--- config.mk ---
export PLATFORM = sky130hd
export DESIGN_NAME = sync_delay_line
export DESIGN_NICKNAME = d
export VERILOG_FILES = /design/src/rtl/sli_pkg.sv /design/src/rtl/delay_ram.sv /design/src/rtl/sync_delay_line.sv
export SDC_FILE = /design/constraint.sdc
export NUM_CORES = 1
export LEC_CHECK = 0
export CAP_MARGIN = 20
export CORE_MARGIN = 2
export CORE_UTILIZATION = 44
export CTS_CLUSTER_SIZE = 30
export DETAILED_ROUTE_END_ITERATION = 7
export SLEW_MARGIN = 30
export SYNTH_ARGS = -nofsm -noshare
export SYNTH_HDL_FRONTEND = slang
export SYNTH_SLANG_ARGS = --single-unit
--- constraint.sdc ---
create_clock -name clk -period 3.9 [get_ports clk]
set_input_delay 0.78 -clock clk [delete_from_list [all_inputs] [get_ports clk]]
set_output_delay 0.78 -clock clk [all_outputs]
set_load 0.1 [all_outputs]
--- src/rtl/sli_pkg.sv ---
// Shared constants, FSM state type and elaboration helpers for the
// synchronous delay line.
package sli_pkg;

  localparam int unsigned DEF_WIDTH     = 3;
  localparam int unsigned DEF_MAX_DEPTH = 16;

  typedef enum logic {
    ST_FILL = 1'b0,
    ST_RUN  = 1'b1
  } fill_state_e;

  // Ceiling log2, usable in parameter expressions.
  function automatic int unsigned clog2(input int unsigned value);
    int unsigned res;
    res = 0;
    while ((64'd1 << res) < 64'(value)) begin
      res = res + 1;
    end
    return res;
  endfunction

endpackage

--- src/rtl/delay_ram.sv ---
// Delay-line storage: one synchronous write port and one asynchronous read
// port, no reset, so it maps onto distributed RAM.
module delay_ram
  import sli_pkg::*;
#(
  parameter int unsigned WIDTH = DEF_WIDTH,
  parameter int unsigned DEPTH = DEF_MAX_DEPTH,
  parameter int unsigned AW    = 4
) (
  input  logic             clk_i,
  input  logic             we_i,
  input  logic [AW-1:0]    waddr_i,
  input  logic [WIDTH-1:0] wdata_i,
  input  logic [AW-1:0]    raddr_i,
  output logic [WIDTH-1:0] rdata_o
);

  logic [WIDTH-1:0] mem_q [DEPTH];

  // Write port.
  always_ff @(posedge clk_i) begin
    if (we_i) begin
      mem_q[waddr_i] <= wdata_i;
    end
  end

  assign rdata_o = mem_q[raddr_i];

endmodule

--- src/rtl/sync_delay_line.sv ---
// Programmable delay for a bundle of 1-bit channels: circular buffer with a
// wrapping write pointer, clamped delay select, fill tracking and output register.
module sync_delay_line
  import sli_pkg::*;
#(
  parameter int unsigned      WIDTH     = DEF_WIDTH,
  parameter int unsigned      MAX_DEPTH = DEF_MAX_DEPTH,
  parameter int unsigned      DEPTH_W   = 9,
  parameter logic [WIDTH-1:0] FILL_VAL  = '0
) (
  input  logic               clk,
  input  logic               rst_n,
  input  logic               en,
  input  logic [WIDTH-1:0]   din,
  input  logic [DEPTH_W-1:0] delay_sel,
  input  logic               load,
  output logic [WIDTH-1:0]   dout,
  output logic               dout_valid,
  output logic [DEPTH_W-1:0] cur_delay
);

  localparam int unsigned        PTR_W    = clog2(MAX_DEPTH);
  localparam logic [DEPTH_W-1:0] MAX_L    = DEPTH_W'(MAX_DEPTH);
  localparam logic [DEPTH_W-1:0] ONE_L    = DEPTH_W'(1);
  localparam logic [PTR_W-1:0]   PTR_LAST = PTR_W'(MAX_DEPTH - 1);
  localparam logic [PTR_W-1:0]   PTR_ONE  = PTR_W'(1);

  logic [PTR_W-1:0]   wr_ptr_q, wr_ptr_d;
  logic [DEPTH_W-1:0] fill_cnt_q, fill_cnt_d;
  logic [DEPTH_W-1:0] cur_delay_q, cur_delay_d;
  fill_state_e        state_q, state_d;
  logic [WIDTH-1:0]   dout_q, dout_d;

  logic [DEPTH_W-1:0] sel_clamp_s;
  logic [DEPTH_W-1:0] eff_delay_s;
  logic [DEPTH_W-1:0] lag_s;
  logic [DEPTH_W-1:0] ptr_ext_s;
  logic [DEPTH_W-1:0] rd_wide_s;
  logic [DEPTH_W-1:0] cnt_base_s;
  logic [PTR_W-1:0]   rd_addr_s;
  logic [WIDTH-1:0]   rd_data_s;

  delay_ram #(
    .WIDTH (WIDTH),
    .DEPTH (MAX_DEPTH),
    .AW    (PTR_W)
  ) u_ram (
    .clk_i   (clk),
    .we_i    (en),
    .waddr_i (wr_ptr_q),
    .wdata_i (din),
    .raddr_i (rd_addr_s),
    .rdata_o (rd_data_s)
  );

  // Clamp the requested delay into 1..MAX_DEPTH and pick the delay for this edge.
  always_comb begin
    if (delay_sel == '0) begin
      sel_clamp_s = ONE_L;
    end else if (delay_sel > MAX_L) begin
      sel_clamp_s = MAX_L;
    end else begin
      sel_clamp_s = delay_sel;
    end
    if (load) begin
      eff_delay_s = sel_clamp_s;
    end else begin
      eff_delay_s = cur_delay_q;
    end
  end

  // Read address wr_ptr-(L-1) folded explicitly into 0..MAX_DEPTH-1; the
  // wrapped sum stays below MAX_DEPTH so no intermediate overflow matters.
  always_comb begin
    lag_s     = eff_delay_s - ONE_L;
    ptr_ext_s = DEPTH_W'(wr_ptr_q);
    if (ptr_ext_s >= lag_s) begin
      rd_wide_s = ptr_ext_s - lag_s;
    end else begin
      rd_wide_s = ptr_ext_s + (MAX_L - lag_s);
    end
    rd_addr_s = rd_wide_s[PTR_W-1:0];
  end

  // Next-state: pointer, saturating fill counter, fill FSM and output data.
  always_comb begin
    wr_ptr_d    = wr_ptr_q;
    fill_cnt_d  = fill_cnt_q;
    cur_delay_d = cur_delay_q;
    state_d     = state_q;
    dout_d      = dout_q;
    cnt_base_s  = fill_cnt_q;

    if (load) begin
      cur_delay_d = sel_clamp_s;
      cnt_base_s  = '0;
    end else begin
      cur_delay_d = cur_delay_q;
    end

    if (en) begin
      wr_ptr_d = (wr_ptr_q == PTR_LAST) ? '0 : wr_ptr_q + PTR_ONE;
      if (cnt_base_s >= eff_delay_s) begin
        fill_cnt_d = eff_delay_s;
      end else begin
        fill_cnt_d = cnt_base_s + ONE_L;
      end
    end else begin
      wr_ptr_d   = wr_ptr_q;
      fill_cnt_d = cnt_base_s;
    end

    if (en || load) begin
      case (fill_cnt_d == eff_delay_s)
        1'b1:    state_d = ST_RUN;
        1'b0:    state_d = ST_FILL;
        default: state_d = ST_FILL;
      endcase
      if (state_d == ST_RUN) begin
        // Delay 1 reads the slot being written this edge, so take din directly.
        dout_d = (eff_delay_s == ONE_L) ? din : rd_data_s;
      end else begin
        dout_d = FILL_VAL;
      end
    end else begin
      state_d = state_q;
      dout_d  = dout_q;
    end
  end

  // State registers with asynchronous reset.
  always_ff @(posedge clk or negedge rst_n) begin
    if (!rst_n) begin
      wr_ptr_q    <= '0;
      fill_cnt_q  <= '0;
      cur_delay_q <= MAX_L;
      state_q     <= ST_FILL;
      dout_q      <= FILL_VAL;
    end else begin
      wr_ptr_q    <= wr_ptr_d;
      fill_cnt_q  <= fill_cnt_d;
      cur_delay_q <= cur_delay_d;
      state_q     <= state_d;
      dout_q      <= dout_d;
    end
  end

  assign dout       = dout_q;
  assign dout_valid = (state_q == ST_RUN);
  assign cur_delay  = cur_delay_q;

endmodule

==> impl_metrics.py <==
metrics = {
    "outcome": {
        "status": "finished, final reports clean",
    },
    "cells_and_area": {
        "layout_common_cells": "edfxtp_1, buf_4, nor2_1",
        "fin_nets": 446,
        "n_fill_cell": 790,
        "fin_util_pct": 54.3,
        "n_antenna_cell": 0,
        "layout_commonest_cell": "edfxtp_1",
        "layout-drive-gt1-share_pct": 20.5,
        "multi_input_area_um2": 1810,
        "synthToLayoutAreaGrowth_pct": 21.9,
        "regArea_um2": 2090,
    },
    "clock_network": {
        "clk_latency_ns": 0.35,
        "cts.sinks": 74,
        "cts_made_buffers": 9,
        "clockBufferDepth": 2,
        "h-tree-depth": 3,
        "cts_tree": "yes",
        "cts_root_buf": "clkbuf_8",
        "hold_buffers": 0,
        "path_clk_slew_ns": 0.08,
    },
    "synthesis": {
        "synth_edf_count": 48,
        "syn_avg_cell_area_um2": 11.8,
        "synth-seq-cells": 74,
        "mappedNetlistArea_um2": 4060,
        "yosys_most_used_dff": "edfxtp_1",
        "yosysSeqAreaShare_pct": 51.6,
        "synth_cells": 344,
        "async_flop_share_pct": 35.1,
        "synth_fp_nets": 380,
        "ys.warnings.count": 0,
        "synth_cell_types": 57,
    },
    "route": {
        "drt_iter0_markers": 228,
        "drc": 0,
        "viasPerCell": 5.62,
        "wl_per_cell_um": 18.0,
        "via_count": 2958,
        "dr.pass1.iters": 4,
        "wirelength_um": 9470,
        "ant_nets": 0,
    },
    "grt": {
        "grt_max_degree": 28,
        "use_met1_pct": 32.4,
        "grt.busiest_layer": "met1",
        "track_usage_pct": 20.7,
        "grt_pass1_vias": 2895,
        "antenna_found_initial": 0,
        "grt_pass1_wl_um": 15500,
        "overflow": 0,
        "use_met2_pct": 28.5,
        "grt_use_met3_pct": 4.18,
    },
    "timing": {
        "hold_viol": 0,
        "setup_viol": 0,
        "fin_ws_ns": 0.147,
        "setup_tns_ns": 0,
        "layout_min_cycle_time_ns": 3.75,
        "tightest_slew_ns": 0.976,
        "max_freq_mhz": 266,
        "maxSlewViolCount": 0,
        "relSlewSlack_pct": 34.7,
        "rsz0062_at_grt": "no",
        "fin_skew_ns": 0.00801,
        "period_share_pct": 96.2,
    },
    "placed_design": {
        "dp_slack_ns": -0.263,
        "place.gp.congestion": 0.813,
        "dp_hpwl_um": 7060,
        "port_buffers": 28,
    },
    "critical_path": {
        "crit_slowest_cell": "fa_1",
        "max_stage_delay_ns": 0.56,
        "start_kind": "primary input",
        "worstPathMaxFanout": 11,
        "setup.worst_path.end_class": "flop",
        "worstPathRequired_ns": 4.15,
        "crit_type": "primary input to flop",
        "path_cells": "clkdlybuf4s50_1, nor4b_4, o211ai_1, o21ai_1, inv_1, buf_4, ha_1, fa_1, buf_12, mux4_2, mux4_1, mux2i_1, o21ai_1",
        "arrival_ns": 4.00,
        "path_common_cell": "o21ai_1",
    },
    "die": {
        "die_area_um2": 10000,
        "core-area_um2": 9110,
        "rows": 35,
        "pin_count": 29,
        "die_h_um": 100,
        "start_util_pct": 44.5,
        "fp.dieW_um": 100,
    },
    "power": {
        "p_leak_uw": 0.00196,
        "finalPower_uw": 3210,
        "p_per_area_nw_per_um2": 650,
        "peakVddDrop_mv": 0.296,
    },
    "worst_hold_path": {
        "holdCritPathClass": "flop to flop",
    },
    "job": {
        "cap_violations": 0,
    },
}
[what timing repair did]
action | 4_1_cts | 5_1_grt
gates resized for setup | 0 | 2
setup buffers | 0 | 1
endpoints found under the setup margin | 0 | 2
[through the flow]
stage / area (um^2) / hold slack, ns / std cells
5_1_grt: 4950 / 0.510 / 526
2_1_floorplan: 4060 / 0.484 / 344
4_1_cts: 4940 / 0.490 / 525
3_5_place_dp: 4730 / 0.471 / 509
6_report: 4950 / 0.486 / 526
3_3_place_gp: 4730 / 0.459 / 509
[metal layers]
metal	vias to the layer above	share of wire, %
li1	1408	-
met1	1441	50
met2	98	42
met3	11	6.6
met4	0	1.5
met5	-	0
[path summary, 6_finish.rpt]
kind,start,to,slack [ns],cells after the start
max in group asynchronous,rst_n,cur_delay[4],2.78,2
worst max-delay path,delay_sel[7],dout[2],0.15,13
worst min-delay path,dout_valid,dout_valid,0.49,2
worst max register to register,cur_delay[0],dout[2],0.93,11
min in group asynchronous,rst_n,cur_delay[7],0.82,2
worst min register to register,dout_valid,dout_valid,0.49,2
[power by group]
| group | switching, uW | internal (uW) | leakage [uW] |
|---|---|---|---|
| Clock | 300 | 363 | 0.000107 |
| Combinational | 745 | 736 | 0.00108 |
| Sequential | 114 | 958 | 0.000777 |
[synth_stat cells, types with 2 or more instances]
library cell / number / area [um^2]
nor2_1: 35 / 131
a22o_1: 2 / 17.5
nand3_1: 2 / 10.0
edfxtp_1: 48 / 1440
mux2i_1: 5 / 50.1
a32oi_1: 5 / 43.8
mux4_1: 2 / 52.6
mux2_2: 4 / 45.0
buf_4: 2 / 15.0
or2_2: 4 / 25.0
a2bb2oi_1: 3 / 26.3
o21ai_1: 2 / 10.0
or3_1: 3 / 18.8
mux4_2: 12 / 270
nor2b_1: 6 / 37.5
nand4b_1: 2 / 17.5
nand2b_1: 10 / 62.6
a22oi_1: 4 / 30.0
a211o_1: 2 / 17.5
nor4_1: 2 / 12.5
o221ai_1: 2 / 17.5
dfrtp_1: 25 / 626
a21oi_1: 11 / 55.1
ha_1: 19 / 238
nor3_1: 9 / 45.0
o21ai_0: 16 / 80.1
nand2_1: 33 / 124
clkbuf_1: 7 / 26.3
or4b_1: 2 / 20.0
o211ai_1: 2 / 15.0
buf_2: 2 / 10.0
xor2_1: 2 / 17.5
xnor2_1: 10 / 87.6
inv_1: 21 / 78.8
a21o_1: 2 / 15.0
nand4_1: 5 / 31.3
[layout make-up]
| cell class | count | area share, % |
|---|---|---|
| clock buffers | 10 | 2.58 |
| clock inverters | 6 | 1.82 |
| inverters | 22 | 1.67 |
| multi-input cells | 235 | 36.6 |
| flip-flops and latches | 74 | 42.3 |
| well taps | 111 | 2.81 |
| repair buffers | 68 | 12.2 |
[worst max-delay path: cells and delay by family]
family,cells,cell delay [ns]
mux,3,0.95
buf+inv,4,0.84
fa+ha+maj,2,0.78
compound gates,3,0.35
simple gates,1,0.30
[logic make-up after synthesis]
logic type | after synthesis | synth area share [%]
multiplexers | 23 | 10.3
buffers and inverters | 35 | 3.73
AND/OR/NAND/NOR | 120 | 15.0
adder cells (fa/ha/maj) | 20 | 6.35
AO/OA/AOI/OAI | 59 | 10.0
XOR/XNOR | 13 | 2.99
flip-flops | 74 | 51.6
[sequential cells by signal, summed over array words and instances (netlist names)]
| signal | count |
|---|---|
| dout_valid | 1 |
| dout | 3 |
| wr_ptr_q | 4 |
| cur_delay | 9 |
| fill_cnt_q | 9 |
| u_ram.mem_q | 48 |
Power figures use the tool's default switching activity.
